--- config.mk ---
export PLATFORM = sky130hd
export DESIGN_NAME = pwm_multi
export DESIGN_NICKNAME = d
export VERILOG_FILES = /design/src/rtl/pwm_multi.sv
export SDC_FILE = /design/constraint.sdc
export NUM_CORES = 1
export LEC_CHECK = 0
export ABC_AREA = 1
export CAP_MARGIN = 20
export CORE_MARGIN = 4
export CORE_UTILIZATION = 35
export DETAILED_ROUTE_END_ITERATION = 12
export PLACE_DENSITY_LB_ADDON = 0.2
export SLEW_MARGIN = 15
export SYNTH_ARGS = -nofsm -noshare
export SYNTH_HDL_FRONTEND = slang
export SYNTH_SLANG_ARGS = --single-unit
--- constraint.sdc ---
create_clock -name clk -period 3.8 [get_ports clk]
set_clock_uncertainty 0.2 [all_clocks]
set_input_delay 0.57 -clock clk [delete_from_list [all_inputs] [get_ports clk]]
set_output_delay 0.57 -clock clk [all_outputs]
set_load 0.01 [all_outputs]
--- src/rtl/pwm_multi.sv ---
// Multi-channel PWM generator: a shared counter compared against per-channel
// duty values, with double-buffered period/mode/duty that switch only at a
// period boundary (or immediately while disabled).
module pwm_multi #(
    parameter int          WIDTH          = 16,
    parameter int          CHANNELS       = 2,
    parameter int unsigned PERIOD_DEFAULT = 12000
) (
    input  logic                      clk,
    input  logic                      reset,
    input  logic                      enable,
    input  logic                      load,
    input  logic [WIDTH-1:0]          period,
    input  logic                      mode,
    input  logic [CHANNELS*WIDTH-1:0] duty,
    input  logic [CHANNELS-1:0]       invert,
    output logic [CHANNELS-1:0]       pwmout,
    output logic                      cycle_start,
    output logic [7:0]                status
);

    localparam logic [WIDTH-1:0] ONE       = WIDTH'(1);
    localparam int               STATUS_CH = (CHANNELS < 4) ? CHANNELS : 4;

    // Shadow set (written by load) and active set (used by the compare).
    logic [WIDTH-1:0]          period_s, period_a;
    logic                      mode_s, mode_a;
    logic [CHANNELS*WIDTH-1:0] duty_s, duty_a;
    logic                      pending;

    logic [WIDTH-1:0]          cnt, cnt_next;
    logic                      dir, dir_next;      // 0 = counting up
    logic [WIDTH-1:0]          period_eff;
    logic                      boundary;
    logic                      transfer;
    logic [CHANNELS-1:0]       pwm_next;
    logic [7:0]                status_next;

    // Center mode treats a zero period as one so the counter still turns around.
    assign period_eff = (period_a == '0) ? ONE : period_a;
    assign boundary   = mode_a ? ((cnt == '0) && dir) : (cnt == period_a);
    assign transfer   = pending && (!enable || boundary);

    // Next counter value and direction for edge/center counting.
    always_comb begin
        // NOTE: every output of a combinational block gets a default first, so no path leaves it unassigned and no latch is inferred.
        cnt_next = cnt;
        dir_next = dir;
        if (!enable || boundary) begin
            cnt_next = '0;
            dir_next = 1'b0;
        end else if (!mode_a) begin
            cnt_next = cnt + ONE;
        end else if (!dir) begin
            // The top value is held for a second cycle while the direction flips.
            if (cnt == period_eff - ONE) begin
                dir_next = 1'b1;
            end else begin
                cnt_next = cnt + ONE;
            end
        end else begin
            cnt_next = cnt - ONE;
        end
    end

    // Per-channel compare; disabled channels sit at their inactive level.
    always_comb begin
        pwm_next = '0;
        for (int i = 0; i < CHANNELS; i++) begin
            pwm_next[i] = (enable && (cnt < duty_a[i*WIDTH +: WIDTH])) ^ invert[i];
        end
    end

    // Status word captured in the same stage as pwmout.
    always_comb begin
        status_next    = '0;
        status_next[0] = enable;
        status_next[1] = dir;
        status_next[2] = pending;
        status_next[3] = mode_a;
        for (int k = 0; k < STATUS_CH; k++) begin
            status_next[4+k] = pwm_next[k];
        end
    end

    // Shadow capture, shadow-to-active transfer and the pending flag.
    always_ff @(posedge clk) begin
        if (reset) begin
            // NOTE: the configuration registers are explicitly reset because the counter and compare depend on them from the first enabled cycle.
            period_s <= WIDTH'(PERIOD_DEFAULT);
            period_a <= WIDTH'(PERIOD_DEFAULT);
            mode_s   <= 1'b0;
            mode_a   <= 1'b0;
            duty_s   <= '0;
            duty_a   <= '0;
            pending  <= 1'b0;
        end else begin
            // NOTE: non-blocking assignments make the transfer read the shadow values from before this cycle's load.
            if (load) begin
                period_s <= period;
                mode_s   <= mode;
                duty_s   <= duty;
            end
            if (transfer) begin
                period_a <= period_s;
                mode_a   <= mode_s;
                duty_a   <= duty_s;
            end
            if (load) begin
                pending <= 1'b1;
            end else if (transfer) begin
                pending <= 1'b0;
            end
        end
    end

    // Counter, direction and the registered outputs.
    always_ff @(posedge clk) begin
        if (reset) begin
            cnt         <= '0;
            dir         <= 1'b0;
            pwmout      <= '0;
            cycle_start <= 1'b0;
            status      <= '0;
        end else begin
            cnt         <= cnt_next;
            dir         <= dir_next;
            pwmout      <= pwm_next;
            cycle_start <= enable && boundary;
            status      <= status_next;
        end
    end

endmodule

==> results.py, run 1 <==
metrics = {
    "grt": {
        "grt_usage_pct": 17.8,
        "grt_first_pass_wirelength_mm": 31.6,
        "grt_pass1_vias": 6039,
        "grt-ovfl-total": 0,
        "grt_start_max_net_pins": 53,
        "antenna_found_initial": 0,
    },
    "logic_synthesis": {
        "seq_area_frac_synth_pct": 35.0,
        "yosys_warnings": 0,
        "syn_area_um2": 7040,
        "yosys.area.top_type": "dfxtp_1",
        "postSynthCellCount": 1034,
        "synth_top_area_share_pct": 35.0,
        "syn_avg_cell_area_um2": 6.81,
        "synth.area.top_cells": "dfxtp_1 (35%), nor2_1 (12%), nand2_1 (9.6%)",
        "synth-seq-cells": 123,
        "synth.distinct_cells": 43,
    },
    "setup_path": {
        "start_kind": "flop",
        "r2r-start": "period_a[6]",
        "endpoint_kind": "flop",
        "crit_arrival_ns": 3.19,
        "rr_endpoint": "cnt[1]",
        "critPathMaxFanout": 17,
        "endpoint": "cnt[1]",
        "worstPathRequired_ns": 3.87,
        "r2r_slack_ns": 0.68,
        "crit_path_start": "period_a[6]",
        "r2r_cells": 19,
        "path_class": "reg2reg",
    },
    "layout": {
        "fill_cells": 2123,
        "diodes": 0,
        "layout_commonest_cell": "nor2_1",
        "most-common-layout-cells": "nor2_1 (220), nand2_1 (181), dfxtp_1 (123)",
        "layoutNonFillerInstCount": 1368,
        "drive_gt1_share_pct": 9.34,
        "nets": 1179,
        "area_growth_pct": 21.0,
    },
    "timing": {
        "period_needed_ns": 3.12,
        "finalHoldViolCount": 0,
        "rsz0062_at_grt": "false",
        "tightest_slew_ns": 0.812,
        "fin_crit_sh_pct": 82.2,
        "fmax_ghz": 0.320,
        "setup_tns_ns": 0,
        "slew_headroom_pct": 45.8,
        "drv_slew": 0,
        "setup_viol": 0,
    },
    "drt": {
        "via_per_inst": 4.83,
        "drt-total-wl_mm": 19.5,
        "drc": 0,
        "wl_per_cell_um": 14.2,
        "drt_pass1_iterations": 5,
        "dr.first_iter.drc_count": 507,
        "ant_nets": 0,
        "vias": 6609,
    },
    "die": {
        "die_area_um2": 22400,
        "rows": 51,
        "die_height_um": 150,
        "fp.dieW_um": 150,
        "ios": 66,
        "initial_utilization_pct": 35.8,
        "core_area_um2": 19700,
    },
    "clocking": {
        "tritoncts": "built",
        "cts_buffers": 17,
        "htreeDepth": 4,
        "cts_sinks": 123,
        "cts_root_buffer": "clkbuf_16",
        "post-cts-setup-buffers": 0,
        "clk_pin_slew_worst_paths_ns": 0.07,
        "cts_buffer_depth": 2,
        "cts_hold_buf": 0,
        "clkLatencyLatePin_ns": 0.42,
        "post_cts_resized": 0,
    },
    "power_and_ir_drop": {
        "power_density_nw_per_um2": 400,
        "p_leak_nw": 3.65,
        "max-vdd-ir-drop_uv": 269,
    },
    "run_status": {
        "status": "completed",
    },
    "place": {
        "portBuffers": 63,
        "gp_congestion": 0.909,
        "dp.cells": 1336,
        "post-dp-hpwl_mm": 14.5,
    },
    "worst_hold_path": {
        "hp-class": "reg2reg",
    },
    "run": {
        "cap_violations": 0,
    },
}
==> layout make-up <==
| cell class | instances | area [um^2] | share of cell area, % |
|---|---|---|---|
| timing repair buffer | 90 | 846 | 9.93 |
| multi-input combinational | 764 | 3960 | 46.5 |
| inverter | 94 | 353 | 4.14 |
| sequential | 123 | 2460 | 28.9 |
| tap | 265 | 332 | 3.89 |
| clock inverter | 14 | 129 | 1.51 |
| clock buffer | 18 | 439 | 5.16 |
==> synthesized netlist by cell type <==
| cell | n |
|---|---|
| clkbuf_1 | 33 |
| xor2_2 | 1 |
| a31oi_1 | 1 |
| nand2_1 | 181 |
| dfxtp_1 | 123 |
| o21ai_0 | 103 |
| nand4_1 | 34 |
| and2_1 | 2 |
| o31ai_1 | 2 |
| nor4_1 | 6 |
| o21ai_1 | 6 |
| nand3_2 | 3 |
| inv_2 | 9 |
| o21ai_2 | 1 |
| a21oi_2 | 2 |
| nor3_1 | 9 |
| nor2_2 | 7 |
| buf_2 | 11 |
| o22ai_1 | 1 |
| conb_1 | 1 |
| or2_1 | 1 |
| nand3_4 | 2 |
| buf_6 | 5 |
| o211ai_1 | 2 |
| nor2_4 | 4 |
| nor2_1 | 220 |
| or2_2 | 2 |
| or2_0 | 1 |
| ha_1 | 34 |
| a21o_1 | 1 |
| xnor2_1 | 7 |
| clkinv_1 | 4 |
| a21oi_1 | 38 |
| nand3b_1 | 1 |
| nor2_8 | 2 |
| nand2_2 | 6 |
| xor2_1 | 32 |
| mux2i_1 | 1 |
| nor3_2 | 3 |
| nand2_4 | 1 |
| inv_1 | 81 |
| nand3_1 | 45 |
| buf_4 | 5 |
==> metrics by stage <==
stage | instance area, um^2 | util, % | setup slack, ns | hold WS, ns | power, W
final | 8520 | 43.3 | 0.678 | 0.259 | 0.00341
after global routing | 8520 | 43.3 | 0.417 | 0.293 | 0.00357
after CTS | 8520 | 43.3 | 0.724 | 0.261 | 0.00345
after detailed placement | 7950 | 40.4 | 0.749 | 0.246 | 0.00188
after global placement | 7950 | 40.4 | 0.780 | 0.241 | 0.00188
after floorplan | 7040 | - | 1.12 | 0.229 | 0.00172
==> per-layer routing <==
metal	part of all wire, %	GRT usage [%]	up-vias
met3	4.9	2.94	26
met4	1.2	4.94	0
met2	43	27.2	161
met5	0	0	-
met1	51	25.9	2974
li1	-	-	3448
==> registers in the layout (all words and copies together), names as in the netlist <==
signal and cells:
cnt 16, cycle_start 1, dir 1, duty_a 32, duty_s 32, mode_a 1
mode_s 1, pending 1, period_a 16, period_s 16, pwmout 2, status 4
==> how the worst min path moves through the flow <==
| stage | start | end | cells after the start |
|---|---|---|---|
| after floorplan | period_s[10] | period_a[10] | 2 |
| after global placement | period_s[10] | period_s[10] | 2 |
| after detailed placement | period_s[11] | period_a[11] | 2 |
| after CTS | period_s[7] | period_s[7] | 2 |
| after global routing | period_s[9] | period_a[9] | 2 |
| final | period_s[11] | period_s[11] | 2 |
==> logic make-up after synthesis <==
logic type / count (synthesis) / synth area share, %
xor gates and xnor gates: 40 / 5.08
DFF: 123 / 35.0
muxes: 1 / 0.142
AOI/OAI and AO/OA: 157 / 11.5
other: 1 / 0.0533
adders and majority gates: 34 / 6.04
buffers and inverters: 148 / 8.89
and+or+nand+nor: 530 / 33.3
==> power by group <==
group / internal (W) / total (W) / switching [W]
sequential: 0.00136 / 0.00142 / 0.0000526
combinational: 0.000188 / 0.000433 / 0.000245
clock: 0.000878 / 0.00156 / 0.000682
==> critical path: stages (launching register included) <==
cell and delay (ns):
dfxtp_1 0.35, nor2_2 0.19, nand2_2 0.11, nor2_4 0.13, nand2_4 0.10, nand2_1 0.11
inv_2 0.05, ha_1 0.22, nand2_2 0.11, inv_2 0.07, nand4_1 0.09, nand2_1 0.06
nand2_1 0.05, nand2_1 0.07, a21oi_1 0.17, nand3_2 0.15, nor2_8 0.28, nand3_4 0.24
nand2_1 0.13, a21oi_1 0.07
No activity file was read; power rests on OpenSTA's default activity.
==> run 2, diff against run 1 <==
==> constraint.sdc (replaced) <==
create_clock -name clk -period 2.6 [get_ports clk]
set_clock_uncertainty 0.2 [all_clocks]
set_input_delay 0.39 -clock clk [delete_from_list [all_inputs] [get_ports clk]]
set_output_delay 0.39 -clock clk [all_outputs]
set_load 0.01 [all_outputs]
==> results.py, run 2 (same netlist as run 1, synthesis figures left out) <==
metrics = {
    "layout": {
        "layout_commonest_cell": "nor2_1",
        "nets": 1250,
        "multi_input_area_um2": 4140,
        "area_growth_pct": 33.4,
        "most-common-layout-cells": "nor2_1 (215), nand2_1 (172), dfxtp_1 (115)",
        "diodes": 0,
        "fill_cells": 2070,
        "top_regs": "duty_a: 32 flops, duty_s: 32 flops",
        "utilization_pct": 47.8,
        "drive_gt1_share_pct": 18.2,
        "seqCellArea_um2": 2470,
    },
    "place": {
        "post-dp-hpwl_mm": 15.2,
        "pre_cts_ws_ns": -0.0380,
        "portBuffers": 63,
        "gp_congestion": 0.918,
    },
    "setup_path": {
        "worstPathRequired_ns": 2.70,
        "crit_arrival_ns": 2.72,
        "r2r-start": "period_a[2]",
        "r2r_slack_ns": -0.02,
        "endpoint_kind": "flop",
        "critPathMaxFanout": 8,
        "start_kind": "flop",
        "crit_path_start": "period_a[2]",
        "rr_endpoint": "cnt[12]",
        "r2r_cells": 16,
        "endpoint": "cnt[12]",
        "path_class": "reg2reg",
    },
    "power_and_ir_drop": {
        "max-vdd-ir-drop_uv": 448,
        "totalPowerFinal_w": 0.00519,
        "power_density_nw_per_um2": 553,
        "p_leak_nw": 4.08,
    },
    "die": {
        "core_area_um2": 19700,
        "initial_utilization_pct": 35.8,
        "die_height_um": 150,
        "fp.dieW_um": 150,
        "rows": 51,
        "ios": 66,
        "die_area_um2": 22400,
    },
    "timing": {
        "rsz0062_at_grt": "true",
        "fmax_ghz": 0.382,
        "fin_ws_ns": -0.0186,
        "drv_slew": 0,
        "period_needed_ns": 2.62,
        "fin_crit_sh_pct": 101,
        "holdWs_ns": 0.261,
        "tightest_slew_ns": 0.526,
        "setup_viol": 6,
        "setup_tns_ns": -0.0532,
        "slew_headroom_pct": 64.9,
        "finalHoldViolCount": 0,
    },
    "drt": {
        "vias": 6913,
        "via_per_inst": 4.81,
        "drt_pass1_iterations": 5,
        "drt-total-wl_mm": 20.5,
        "drc": 0,
        "ant_nets": 0,
        "dr.first_iter.drc_count": 381,
        "wl_per_cell_um": 14.2,
    },
    "grt": {
        "grt_pass1_vias": 6589,
        "grt_usage_pct": 18.6,
        "grt_start_max_net_pins": 50,
        "use_met2_pct": 28.1,
        "grt_first_pass_wirelength_mm": 33.4,
        "use_met3_pct": 2.85,
        "top_usage_layer": "met2",
        "grt.met1_usage_pct": 27.3,
        "antenna_found_initial": 0,
        "grt-ovfl-total": 0,
    },
    "clocking": {
        "cts_buffer_depth": 2,
        "clk_pin_slew_worst_paths_ns": 0.06,
        "cts_root_buffer": "clkbuf_16",
        "cts_sinks": 123,
        "tritoncts": "built",
        "clkLatencyLatePin_ns": 0.41,
        "cts_buffers": 17,
        "htreeDepth": 4,
    },
    "run_status": {
        "status": "finished with violations",
        "violations": "negative setup slack",
    },
    "worst_hold_path": {
        "hp-class": "reg2reg",
    },
    "run": {
        "cap_violations": 0,
    },
}
## run 2: cell count changes in the layout (fill, tap and decap cells not counted), moves of 5 or more
| cell | previous run | this run |
|---|---|---|
| a21oi_1 | 38 | 26 |
| a21oi_2 | 2 | 14 |
| buf_12 | 1 | 8 |
| buf_4 | 26 | 82 |
| buf_6 | 0 | 6 |
| dfxtp_1 | 123 | 115 |
| dfxtp_2 | 0 | 8 |
| nand2_1 | 181 | 172 |
| nand2_2 | 6 | 11 |
| nor2_1 | 220 | 215 |
| o21ai_0 | 103 | 95 |
| o21ai_1 | 6 | 13 |
## run 2: final cells by class
type | instances | share of cell area (%)
Sequential cell | 123 | 26.3
Multi-Input combinational cell | 765 | 44.1
Tap cell | 265 | 3.53
Inverter | 94 | 3.84
Clock inverter | 13 | 1.53
Clock buffer | 18 | 4.68
Timing Repair Buffer | 160 | 16.0
## run 2: timing repair
item	in CTS	in global routing
setup endpoints to repair	17	65
pin swaps	0	30
setup buffers	4	3
gates cloned	1	3
resized for setup	5	56
hold buffers	0	0
## run 2: worst min-delay path by stage
stage / start / endpoint / slack (ns) / cells after the start
finish: period_s[5] / period_a[5] / 0.26 / 2
CTS: period_s[7] / period_s[7] / 0.26 / 2
floorplan: period_s[10] / period_a[10] / 0.23 / 2
global placement: period_s[7] / period_s[7] / 0.24 / 2
detailed placement: period_s[6] / period_a[6] / 0.24 / 2
global route: period_s[7] / period_s[7] / 0.29 / 2
## run 2: power by group
part,switching (W),internal (W),leakage [nW]
sequential,0.0000581,0.00200,1.01
clock,0.000919,0.00144,0.286
combinational,0.000422,0.000356,2.78
## run 2: routing by layer
layer  wire, um  share of wire [%]  vias to the layer above
li1           -                  -                     3588
met1      10300                 50                     3124
met2       8830                 43                      174
met3        951                4.6                       27
met4        384                1.9                        0
met5          0                  0                        -
## run 2: per-stage QoR
step	cells	area [um^2]
finish	1438	9390
global route	1438	9390
CTS	1433	9170
detailed placement	1397	8500
global placement	1397	8500
floorplan	1035	7070
## run 2: worst max-delay path: stages (launching register included)
cell and delay [ns]:
dfxtp_2 0.34, nor2_4 0.13, nand2_2 0.08, nor2_4 0.12, nand2_4 0.06, nand2_4 0.08
inv_4 0.04, ha_4 0.25, nor2_1 0.03, or2_2 0.30, a21oi_2 0.16, nand3_4 0.12
nor2_8 0.20, buf_12 0.12, nand3_4 0.11, nand2_1 0.11, a21oi_2 0.06
==> run 3, diff against run 2 <==
--- a/config.mk
+++ b/config.mk
@@ -9,8 +9,10 @@
 export CAP_MARGIN = 20
 export CORE_MARGIN = 4
 export CORE_UTILIZATION = 35
+export CTS_BUF_LIST = sky130_fd_sc_hd__clkbuf_2
 export DETAILED_ROUTE_END_ITERATION = 12
 export PLACE_DENSITY_LB_ADDON = 0.2
+export RECOVER_POWER = 50
 export SLEW_MARGIN = 15
 export SYNTH_ARGS = -nofsm -noshare
 export SYNTH_HDL_FRONTEND = slang
==> constraint.sdc (replaced) <==
create_clock -name clk -period 2.6 [get_ports clk]
set_clock_uncertainty 0.2 [all_clocks]
set_input_delay 0.39 -clock clk [delete_from_list [all_inputs] [get_ports clk]]
set_output_delay 0.39 -clock clk [all_outputs]
set_load 0.02 [all_outputs]
==> results.py, run 3 (same netlist as run 1, synthesis figures left out) <==
metrics = {
    "place": {
        "portBuffers": 63,
        "gp_congestion": 0.918,
        "post-dp-hpwl_mm": 15.2,
    },
    "timing": {
        "holdWs_ns": 0.0613,
        "finalHoldViolCount": 0,
        "period_needed_ns": 2.58,
        "fmax_ghz": 0.388,
        "fin_crit_sh_pct": 99.1,
        "slew_headroom_pct": 43.0,
        "rsz0062_at_grt": "true",
        "tightest_slew_ns": 0.855,
        "drv_slew": 0,
        "setup_viol": 0,
    },
    "layout": {
        "seqCellArea_um2": 2480,
        "fill_cells": 2119,
        "multi_input_area_um2": 4110,
        "area_growth_pct": 28.7,
        "drive_gt1_share_pct": 16.6,
        "most-common-layout-cells": "nor2_1 (214), nand2_1 (178), dfxtp_1 (108)",
        "top_regs": "duty_a: 32 flops, duty_s: 32 flops",
        "nets": 1261,
        "layout_commonest_cell": "nor2_1",
        "utilization_pct": 46.1,
    },
    "worst_hold_path": {
        "min_to": "duty_s[14]",
        "hold_start": "duty[14]",
        "holdPathStages": 3,
        "hp-class": "in2reg",
    },
    "grt": {
        "grt-ovfl-total": 0,
        "use_met2_pct": 27.1,
        "grt_first_pass_wirelength_mm": 32.9,
        "grt.met1_usage_pct": 27.3,
        "grt_usage_pct": 18.4,
        "top_usage_layer": "met1",
        "antenna_found_initial": 1,
        "grt_pass1_vias": 6483,
        "grt_start_max_net_pins": 50,
        "use_met3_pct": 3.66,
    },
    "run_status": {
        "status": "completed",
    },
    "clocking": {
        "cts_root_buffer": "clkbuf_2",
        "htreeDepth": 4,
        "cts_buffer_depth": 2,
        "cts_sinks": 123,
        "cts_buffers": 17,
        "clkLatencyLatePin_ns": 0.68,
        "clk_pin_slew_worst_paths_ns": 0.20,
        "tritoncts": "built",
    },
    "drt": {
        "vias": 6881,
        "drt_pass1_iterations": 8,
        "drc": 0,
        "via_per_inst": 4.75,
        "ant_nets": 0,
        "drt-total-wl_mm": 20.2,
        "dr.first_iter.drc_count": 437,
        "wl_per_cell_um": 13.9,
    },
    "setup_path": {
        "r2r_slack_ns": 0.02,
        "worstPathRequired_ns": 3.03,
        "critPathMaxFanout": 7,
        "rr_endpoint": "cnt[15]",
        "r2r_cells": 19,
        "r2r-start": "period_a[8]",
        "crit_arrival_ns": 3.01,
        "path_class": "reg2reg",
        "endpoint_kind": "flop",
        "start_kind": "flop",
    },
    "die": {
        "die_area_um2": 22400,
        "fp.dieW_um": 150,
        "die_height_um": 150,
        "ios": 66,
        "rows": 51,
        "core_area_um2": 19700,
        "initial_utilization_pct": 35.8,
    },
    "power_and_ir_drop": {
        "max-vdd-ir-drop_uv": 293,
        "power_density_nw_per_um2": 449,
        "p_leak_nw": 3.95,
    },
    "run": {
        "cap_violations": 0,
    },
}
## run 3: per-layer routing
layer	routed length, um	up-vias	share of wire (%)
li1	-	3617	-
met1	10200	3076	51
met2	8670	164	43
met3	974	24	4.8
met4	348	0	1.7
met5	0	-	0
## run 3: per-stage QoR
stage | TNS [ns] | cell area (um^2) | cells | total power [W] | setup WS [ns]
2_1_floorplan | 0 | 7070 | 1035 | 0.00253 | 0.0281
3_3_place_gp | -0.135 | 8500 | 1397 | 0.00282 | -0.0819
3_5_place_dp | -0.103 | 8500 | 1397 | 0.00283 | -0.0380
4_1_cts | 0 | 8840 | 1435 | 0.00408 | 0.00574
5_1_grt | -3.70 | 9060 | 1450 | 0.00432 | -0.126
6_report | 0 | 9060 | 1450 | 0.00406 | 0.0228
## run 3: worst max path at each step
stage,slack [ns],to,startpoint
6_report,0.02,cnt[15],period_a[8]
5_1_grt,-0.13,cnt[5],period_a[8]
4_1_cts,0.006,cnt[3],period_a[5]
3_5_place_dp,-0.04,period_a[8],period_a[15]
3_3_place_gp,-0.08,period_a[8],period_a[15]
2_1_floorplan,0.03,cnt[11],period_a[5]
## run 3: layout make-up
type / count / share of cell area, %
Tap cell: 265 / 3.66
Clock buffer: 17 / 0.939
Timing Repair Buffer: 171 / 17.0
Clock inverter: 14 / 1.63
Inverter: 94 / 4.00
Antenna cell: 1 / 0.0276
Sequential cell: 123 / 27.4
Multi-Input combinational cell: 765 / 45.4
## run 3: worst max-delay path, stage by stage (launching register included)
cell and delay, ns:
dfxtp_2 0.38, nor2_4 0.12, nand2_2 0.09, nor2_4 0.12, nand2_4 0.06, nand2_4 0.08, inv_4 0.04, ha_4 0.15
nand2_4 0.08, inv_4 0.05, nand2_4 0.05, nand2_1 0.04, nand2_1 0.06, xor2_1 0.19, buf_4 0.15, nand3_4 0.09
nor2_8 0.20, buf_6 0.15, nand4_1 0.10, a21oi_2 0.14
## run 3: what timing repair did
item / CTS / global route
gates resized for setup: 8 / 55
pin swaps: 1 / 39
setup endpoints to repair: 18 / 66
hold buffers: 3 / 7
cloned: 1 / 3
endpoints found under the hold margin: 3 / 7
buffers inserted: 3 / 5
## run 3: power breakdown
| part | internal [W] | switching [W] | leakage, nW | total, W |
|---|---|---|---|---|
| Clock | 0.000440 | 0.000781 | 0.142 | 0.00122 |
| Combinational | 0.000357 | 0.000428 | 2.79 | 0.000785 |
| Sequential | 0.00200 | 0.0000595 | 1.01 | 0.00206 |
| Total | 0.00280 | 0.00127 | 3.95 | 0.00406 |
